[src/rtl/ysyx_23060229_ifu_if.sv]
// ysyx_23060229_ifu_if: fetch-side bundle carrying the imem request/response, instruction handoff, redirect and fault signals
interface ysyx_23060229_ifu_if #(
    parameter int ADDR_WIDTH = 32,
    parameter int DATA_WIDTH = 32
);
    logic                  imem_req_valid;
    logic                  imem_req_ready;
    logic [ADDR_WIDTH-1:0] imem_req_addr;
    logic                  imem_rsp_valid;
    logic [DATA_WIDTH-1:0] imem_rsp_data;
    logic                  imem_rsp_err;
    logic                  inst_valid;
    logic                  inst_ready;
    logic [DATA_WIDTH-1:0] inst;
    logic [ADDR_WIDTH-1:0] inst_pc;
    logic                  redirect_valid;
    logic [ADDR_WIDTH-1:0] redirect_pc;
    logic                  fetch_err;
    logic [ADDR_WIDTH-1:0] fetch_err_pc;
    modport master (
        output imem_req_valid, imem_req_addr,
        input  imem_req_ready,
        input  imem_rsp_valid, imem_rsp_data, imem_rsp_err,
        output inst_valid, inst, inst_pc,
        input  inst_ready,
        input  redirect_valid, redirect_pc,
        output fetch_err, fetch_err_pc
    );
    modport slave (
        input  imem_req_valid, imem_req_addr,
        output imem_req_ready,
        output imem_rsp_valid, imem_rsp_data, imem_rsp_err,
        input  inst_valid, inst, inst_pc,
        output inst_ready,
        output redirect_valid, redirect_pc,
        input  fetch_err, fetch_err_pc
    );
endinterface

[src/rtl/ysyx_23060229_ifu.sv]
// ysyx_23060229_ifu: single-outstanding instruction fetch with redirect kill and sticky fault
module ysyx_23060229_ifu #(
    parameter int                    ADDR_WIDTH = 32,
    parameter int                    DATA_WIDTH = 32,
    parameter logic [ADDR_WIDTH-1:0] RESET_PC   = '0
) (
    input logic                 clk,
    input logic                 rst,
    ysyx_23060229_ifu_if.master bus
);
    typedef enum logic [1:0] {S_REQ, S_WAIT, S_HOLD, S_ERR} state_t;
    state_t                state;
    logic [ADDR_WIDTH-1:0] pc, req_addr, inst_pc_q, err_pc_q, target;
    logic [DATA_WIDTH-1:0] inst_q;
    logic                  kill, err_q, redir, rsp, bad;
    // target is where fetch resumes: a redirect this cycle wins over the stored pc
    always_comb begin
        redir  = bus.redirect_valid;
        rsp    = bus.imem_rsp_valid;
        target = redir ? bus.redirect_pc : pc;
        bad    = target[1:0] != 2'b00;
    end
    always_ff @(posedge clk) begin
        if (rst) begin
            state     <= S_REQ;
            pc        <= RESET_PC;
            req_addr  <= RESET_PC;
            kill      <= 1'b0;
            inst_q    <= '0;
            inst_pc_q <= '0;
            err_q     <= 1'b0;
            err_pc_q  <= '0;
        end else begin
            if (redir) begin
                pc    <= bus.redirect_pc;
                err_q <= bad;
                if (bad) err_pc_q <= bus.redirect_pc;
            end
            case (state)
                S_REQ: begin
                    kill <= kill || redir;
                    if (bus.imem_req_ready) state <= S_WAIT;
                end
                S_WAIT: begin
                    if (rsp && (kill || redir)) begin
                        kill     <= 1'b0;
                        req_addr <= target;
                        state    <= bad ? S_ERR : S_REQ;
                    end else if (rsp && bus.imem_rsp_err) begin
                        err_q    <= 1'b1;
                        err_pc_q <= req_addr;
                        state    <= S_ERR;
                    end else if (rsp) begin
                        inst_q    <= bus.imem_rsp_data;
                        inst_pc_q <= req_addr;
                        pc        <= req_addr + ADDR_WIDTH'(4);
                        state     <= S_HOLD;
                    end else if (redir) begin
                        kill <= 1'b1;
                    end
                end
                default: begin
                    if (redir || (state == S_HOLD && bus.inst_ready)) begin
                        req_addr <= target;
                        state    <= bad ? S_ERR : S_REQ;
                    end
                end
            endcase
        end
    end
    assign bus.imem_req_valid = state == S_REQ && !rst;
    assign bus.imem_req_addr  = req_addr;
    assign bus.inst_valid     = state == S_HOLD;
    assign bus.inst           = inst_q;
    assign bus.inst_pc        = inst_pc_q;
    assign bus.fetch_err      = err_q;
    assign bus.fetch_err_pc   = err_pc_q;
endmodule

[src/flat_wrapper.sv]
// flat-port wrapper written by rule: the top's interface ports become plain ports
module ysyx_23060229_ifu_flat 
#(
    parameter int                    ADDR_WIDTH = 32,
    parameter int                    DATA_WIDTH = 32,
    parameter logic [ADDR_WIDTH-1:0] RESET_PC   = '0
)
  (clk, rst, bus_imem_req_valid, bus_imem_req_addr, bus_imem_req_ready, bus_imem_rsp_valid, bus_imem_rsp_data, bus_imem_rsp_err, bus_inst_valid, bus_inst, bus_inst_pc, bus_inst_ready, bus_redirect_valid, bus_redirect_pc, bus_fetch_err, bus_fetch_err_pc);
  ysyx_23060229_ifu_if #(.ADDR_WIDTH(ADDR_WIDTH), .DATA_WIDTH(DATA_WIDTH)) bus_i ();
  input logic clk;
  input logic rst;
  output wire logic [$bits(bus_i.imem_req_valid)-1:0] bus_imem_req_valid;
  output wire logic [$bits(bus_i.imem_req_addr)-1:0] bus_imem_req_addr;
  input wire logic [$bits(bus_i.imem_req_ready)-1:0] bus_imem_req_ready;
  input wire logic [$bits(bus_i.imem_rsp_valid)-1:0] bus_imem_rsp_valid;
  input wire logic [$bits(bus_i.imem_rsp_data)-1:0] bus_imem_rsp_data;
  input wire logic [$bits(bus_i.imem_rsp_err)-1:0] bus_imem_rsp_err;
  output wire logic [$bits(bus_i.inst_valid)-1:0] bus_inst_valid;
  output wire logic [$bits(bus_i.inst)-1:0] bus_inst;
  output wire logic [$bits(bus_i.inst_pc)-1:0] bus_inst_pc;
  input wire logic [$bits(bus_i.inst_ready)-1:0] bus_inst_ready;
  input wire logic [$bits(bus_i.redirect_valid)-1:0] bus_redirect_valid;
  input wire logic [$bits(bus_i.redirect_pc)-1:0] bus_redirect_pc;
  output wire logic [$bits(bus_i.fetch_err)-1:0] bus_fetch_err;
  output wire logic [$bits(bus_i.fetch_err_pc)-1:0] bus_fetch_err_pc;
  assign bus_imem_req_valid = bus_i.imem_req_valid;
  assign bus_imem_req_addr = bus_i.imem_req_addr;
  assign bus_i.imem_req_ready = bus_imem_req_ready;
  assign bus_i.imem_rsp_valid = bus_imem_rsp_valid;
  assign bus_i.imem_rsp_data = bus_imem_rsp_data;
  assign bus_i.imem_rsp_err = bus_imem_rsp_err;
  assign bus_inst_valid = bus_i.inst_valid;
  assign bus_inst = bus_i.inst;
  assign bus_inst_pc = bus_i.inst_pc;
  assign bus_i.inst_ready = bus_inst_ready;
  assign bus_i.redirect_valid = bus_redirect_valid;
  assign bus_i.redirect_pc = bus_redirect_pc;
  assign bus_fetch_err = bus_i.fetch_err;
  assign bus_fetch_err_pc = bus_i.fetch_err_pc;
  ysyx_23060229_ifu #(.ADDR_WIDTH(ADDR_WIDTH), .DATA_WIDTH(DATA_WIDTH), .RESET_PC(RESET_PC)) u_core (.clk(clk), .rst(rst), .bus(bus_i));
endmodule
[config.mk]
export PLATFORM = sky130hd
export DESIGN_NAME = ysyx_23060229_ifu_flat
export DESIGN_NICKNAME = d
export VERILOG_FILES = /design/src/rtl/ysyx_23060229_ifu_if.sv /design/src/rtl/ysyx_23060229_ifu.sv /design/src/flat_wrapper.sv
export SDC_FILE = /design/constraint.sdc
export NUM_CORES = 1
export LEC_CHECK = 0
export ABC_AREA = 1
export CAP_MARGIN = 20
export CORE_ASPECT_RATIO = 1.4
export CORE_MARGIN = 3
export CORE_UTILIZATION = 45
export DETAILED_ROUTE_END_ITERATION = 10
export DONT_BUFFER_PORTS = 1
export SYNTH_ARGS = -nofsm -noshare
export SYNTH_HDL_FRONTEND = slang
export SYNTH_SLANG_ARGS = --single-unit
[constraint.sdc]
create_clock -name clk -period 3.24 [get_ports clk]
set_input_delay 0.648 -clock clk [delete_from_list [all_inputs] [get_ports clk]]
set_output_delay 0.648 -clock clk [all_outputs]
set_load 0.05 [all_outputs]
### Word level (Yosys, flattened, before mapping)

Index checks and enable logic that the tools add are counted.

| cells by class | value |
|---|---|
| add/sub/neg operators | 1 |
| equality and inequality tests | 8 |
| muxes and demuxes | 29 |
| bitwise logic cells | 3 |
| reductions and logical operators | 16 |

Operators by type and width:

| operator | count |
|---|---|
| $mux 32 | 12 |
| $pmux 32 s2 | 1 |
| $add 32x3->32 const B | 1 |
| $mux 2 | 6 |
| $ne 3x2->1 const B | 3 |
| $mux 1 | 8 |
| $reduce_and 4->1 | 2 |
| $reduce_and 3->1 | 2 |
| $reduce_bool 2->1 | 3 |
| $logic_and 1x1->1 | 4 |
| $ne 4x2->1 const B | 1 |
| $pmux 2 s2 | 1 |
| $not 1->1 | 3 |
| $reduce_bool 3->1 | 1 |
| $eq 2x1->1 const B | 1 |
| $eq 2x2->1 const B | 1 |
| $logic_not 2->1 | 1 |
| $logic_or 1x1->1 | 2 |
| $ne 2x1->1 const B | 1 |
| $ne 2x2->1 const B | 1 |
| $pmux 1 s2 | 1 |
| $logic_not 1->1 | 1 |

| storage, ports and cells | value |
|---|---|
| flip-flop bits (word level) | 164 |
| input port bits | 71 |
| output and inout bits | 131 |
| word-level logic and storage cells | 65 |

### Longest topological paths before layout

| depth | value |
|---|---|
| word-level depth | 7 |
| depth in mapped cells | 11 |
| mapped depth without buffers | 10 |

### Worst setup path after synthesis

No wires, ideal clock.

| timing path | value |
|---|---|
| path kind | input port to output port |
| start point | input port rst |
| end point | output port bus_imem_req_valid |
| arrival | 1.699 ns |
| required time | 2.592 ns |
| setup slack | 0.893 ns |
| cell stages on the path | 3 |
| buffers on the path | 2 |
| cells stage by stage | clkbuf_1 > clkbuf_1 > nor2_1 |

| between the ends | value |
|---|---|
| cells in the longest elaborated chain, start to end | 2 |

Ends and longest elaborated chain:

| item | line | text |
|---|---|---|
| from (decl) | flat_wrapper.sv:11 | `input logic rst;` |
| $logic_not 1->1 | ysyx_23060229_ifu.sv:71 | `assign bus.imem_req_valid = state == S_REQ && !rst;` |
| $logic_and 1x1->1 | ysyx_23060229_ifu.sv:71 |  |
| to (decl) | flat_wrapper.sv:12 | `output wire logic [$bits(bus_i.imem_req_valid)-1:0] bus_imem_req_valid;` |

No other way between the ends.

### Final worst setup path

| timing path | value |
|---|---|
| start point | register u_core.state[1] |
| end point | output port bus_imem_req_valid |

| between the ends | value |
|---|---|
| cells in the longest elaborated chain, start to end | 2 |

Ends and longest elaborated chain:

| item | line | text |
|---|---|---|
| from (decl) | ysyx_23060229_ifu.sv:12 | `state_t state;` |
| from (signal assigned) | ysyx_23060229_ifu.sv:48 | `state <= bad ? S_ERR : S_REQ;` |
| from (signal assigned) | ysyx_23060229_ifu.sv:65 | `state <= bad ? S_ERR : S_REQ;` |
| $logic_not 2->1 | ysyx_23060229_ifu.sv:71 |  |
| $logic_and 1x1->1 | ysyx_23060229_ifu.sv:71 |  |

No other way between the ends.

==> flow_metrics.tcl <==
set metrics [dict create \
    grt_util_all_layers 0.222 \
    drc 0 \
    post-route-period-util 0.749 \
    ys_async_sr_fraction 0 \
    crit_required_ns 2.59 \
    pre_cts_ws_ns 0.958 \
    drt_pass1_iterations 5 \
    cts.sinks 164 \
    drt_wl_total_um 20200 \
    rows 54 \
    nFillCells 1592 \
    crit_type "reg2out" \
    ys_seq_area_frac 0.443 \
    grt_overflow 0 \
    cts_tree "done" \
    synthTopCellsByArea "dfxtp_1 44%, nand2_1 13%, a21oi_1 8.1%" \
    p_clk_frac 0.269 \
    ys.flop_type "dfxtp_1" \
    fmax_ghz 0.412 \
    power.internal_mw 4.24 \
    die_h_um 158 \
    wl_per_cell_um 16.5 \
    layout.nets 1085 \
    grt_max_degree 107 \
    ys_ff_latch 164 \
    fin_crit_ns 2.43 \
    startpoint_type "flop" \
    grt_pass1_wl_um 31800 \
    fin_util 0.511 \
    p_sw_frac 0.450 \
    antenna_cells 0 \
    wl_met1_um 9260 \
    p_total_mw 7.70 \
    drive_gt1_frac 0.0858 \
    cts_buffers 17 \
    p_per_area_nw_per_um2 949 \
    port_buffers 0 \
    num_vias 6447 \
    multiInputGateArea_sq_um 3310 \
    ys_types 39 \
    fin_tns_setup_ns 0 \
    drt-initial-drc-count 537 \
    skew_ns 0.00832 \
    root_buffer "clkbuf_16" \
    ctsHoldBuffers 0 \
    final-seq-area_sq_um 3280 \
    final_hold_viol_count 0 \
    dp_hpwl_um 13900 \
    die_x_um 114 \
    routabilityCongestion 0.857 \
    yosys.area.top_type "dfxtp_1" \
    synthCells 1034 \
    synth_area_sq_um 7410 \
    cap_violations 0 \
    start_util 0.467 \
    rsz0062_at_grt "no" \
    synth_top_area_frac 0.443 \
    slew_headroom 0.388 \
    cts_resized 0 \
    die_area_sq_um 18100 \
    leakage_nw 3.59 \
    synthesis.nets 1106 \
    p_switching_mw 3.46 \
    grt_pass1_vias 5851 \
    dpl-instance-area_sq_um 7520 \
    clock_latency_ns 0.43 \
    area_growth_pct 9.58 \
    clkSlewWorstSetupHoldPaths_ns 0.07 \
    io_pins 202 \
    tightest_slew_ns 0.915 \
    vias_per_cell 5.28 \
    cts_setup_buffers 0 \
    antenna_found_initial 0 \
    hp-class "in2reg" \
    finalSetupViolCount 0 \
    p_comb_frac 0.285 \
    clockBufferDepth 2 \
    synth_edf_count 0 \
    crit_arrival_ns 1.78 \
    ant_nets 0 \
    crit_fanout 5 \
    synth.most_common_cell "nand2_1" \
    routed-wl-met3_um 1840 \
    p_seq_frac 0.447 \
    htreeDepth 4 \
    stdcell_area_sq_um 8120 \
    setup_ws_ns 0.812 \
    ir_drop_mv 0.382 \
    maxSlewViolCount 0 \
    ys_top_cells_by_count "247 x nand2_1, 164 x dfxtp_1, 120 x a21oi_1" \
    ys_warn_count 0 \
    synth_area_per_cell_sq_um 7.16 \
    met2_length_um 8640 \
    core_sq_um 15900 \
    outcome "finished clean" \
    cp-end-kind "primary output" \
    topRoutingLayerUsed "met4" \
]
==> logic make-up after synthesis <==
kind of cell | Yosys count | share of synthesized area
AND/OR/NAND/NOR | 380 | 0.219
AO/OA/AOI/OAI | 294 | 0.217
buffers and inverters | 187 | 0.110
flip-flops | 164 | 0.443
XOR/XNOR | 8 | 0.00946
adder cells (fa/ha/maj) | 1 | 0.00169
==> flip-flops by register name, summed over array words and instances, names as in the netlist <==
register                  flops
u_core.state                  2
u_core.kill                   1
u_core.bus.fetch_err_pc      32
u_core.bus.inst              32
u_core.bus.imem_req_addr     32
u_core.bus.inst_pc           32
u_core.bus.fetch_err          1
u_core.pc                    32
==> final cells by class <==
type                       count  share of cell area
inverter                     124              0.0580
multi-input combinational    683               0.408
tap                          196              0.0302
sequential                   164               0.404
timing repair buffer          23              0.0259
clock inverter                12              0.0190
clock buffer                  20              0.0550
==> through the flow <==
step,instances,hold WS [ns]
global route,1222,0.274
floorplan,1034,0.462
detailed placement,1190,0.483
CTS,1222,0.285
finish,1222,0.294
global placement,1190,0.476
==> power by group through the flow <==
stage                     combinational (mW)  sequential (mW)  clock, mW
after global placement                  2.16             3.49          0
after CTS                               2.20             3.44       2.11
after floorplan                         1.17             3.92          0
after global routing                    2.43             3.50       2.18
final                                   2.19             3.44       2.07
after detailed placement                2.19             3.49          0
==> cell usage in the layout (no fill, tap or decap), types with 4 or more instances in the layout <==
cell type	instances
clkbuf_16	17
nor2_1	79
nand4_1	6
nor2_2	4
o21ai_0	111
xor2_1	4
o211ai_2	4
dfxtp_1	164
buf_4	20
a21oi_1	120
nand3_2	6
o211a_1	5
o21bai_1	9
nand2_1	247
nor3_1	7
o21ai_1	19
nand3_1	18
inv_2	7
a31oi_1	6
inv_1	115
a211oi_1	17
xnor2_1	4
==> final timing paths <==
check	startpoint	endpoint	slack, ns	cells past startpoint
hold / removal	rst	u_core.bus.imem_req_addr[12]	0.29	1
setup / recovery	u_core.state[1]	bus_imem_req_valid	0.81	3
hold reg to reg	u_core.pc[0]	u_core.bus.imem_req_addr[0]	0.49	2
setup reg to reg	u_core.state[1]	u_core.bus.imem_req_addr[28]	1.12	6
==> critical path: stages, from the launching register on <==
cell and delay [ns]:
dfxtp_1 0.39, inv_2 0.13, nand2_1 0.12, nor2_1 0.72
==> metal layers <==
metal / vias up / track usage
met3: 30 / 0.0704
li1: 3302 / -
met5: - / 0
met1: 2862 / 0.306
met4: 0 / 0.0860
met2: 253 / 0.324
Power figures use the tool's default switching activity.
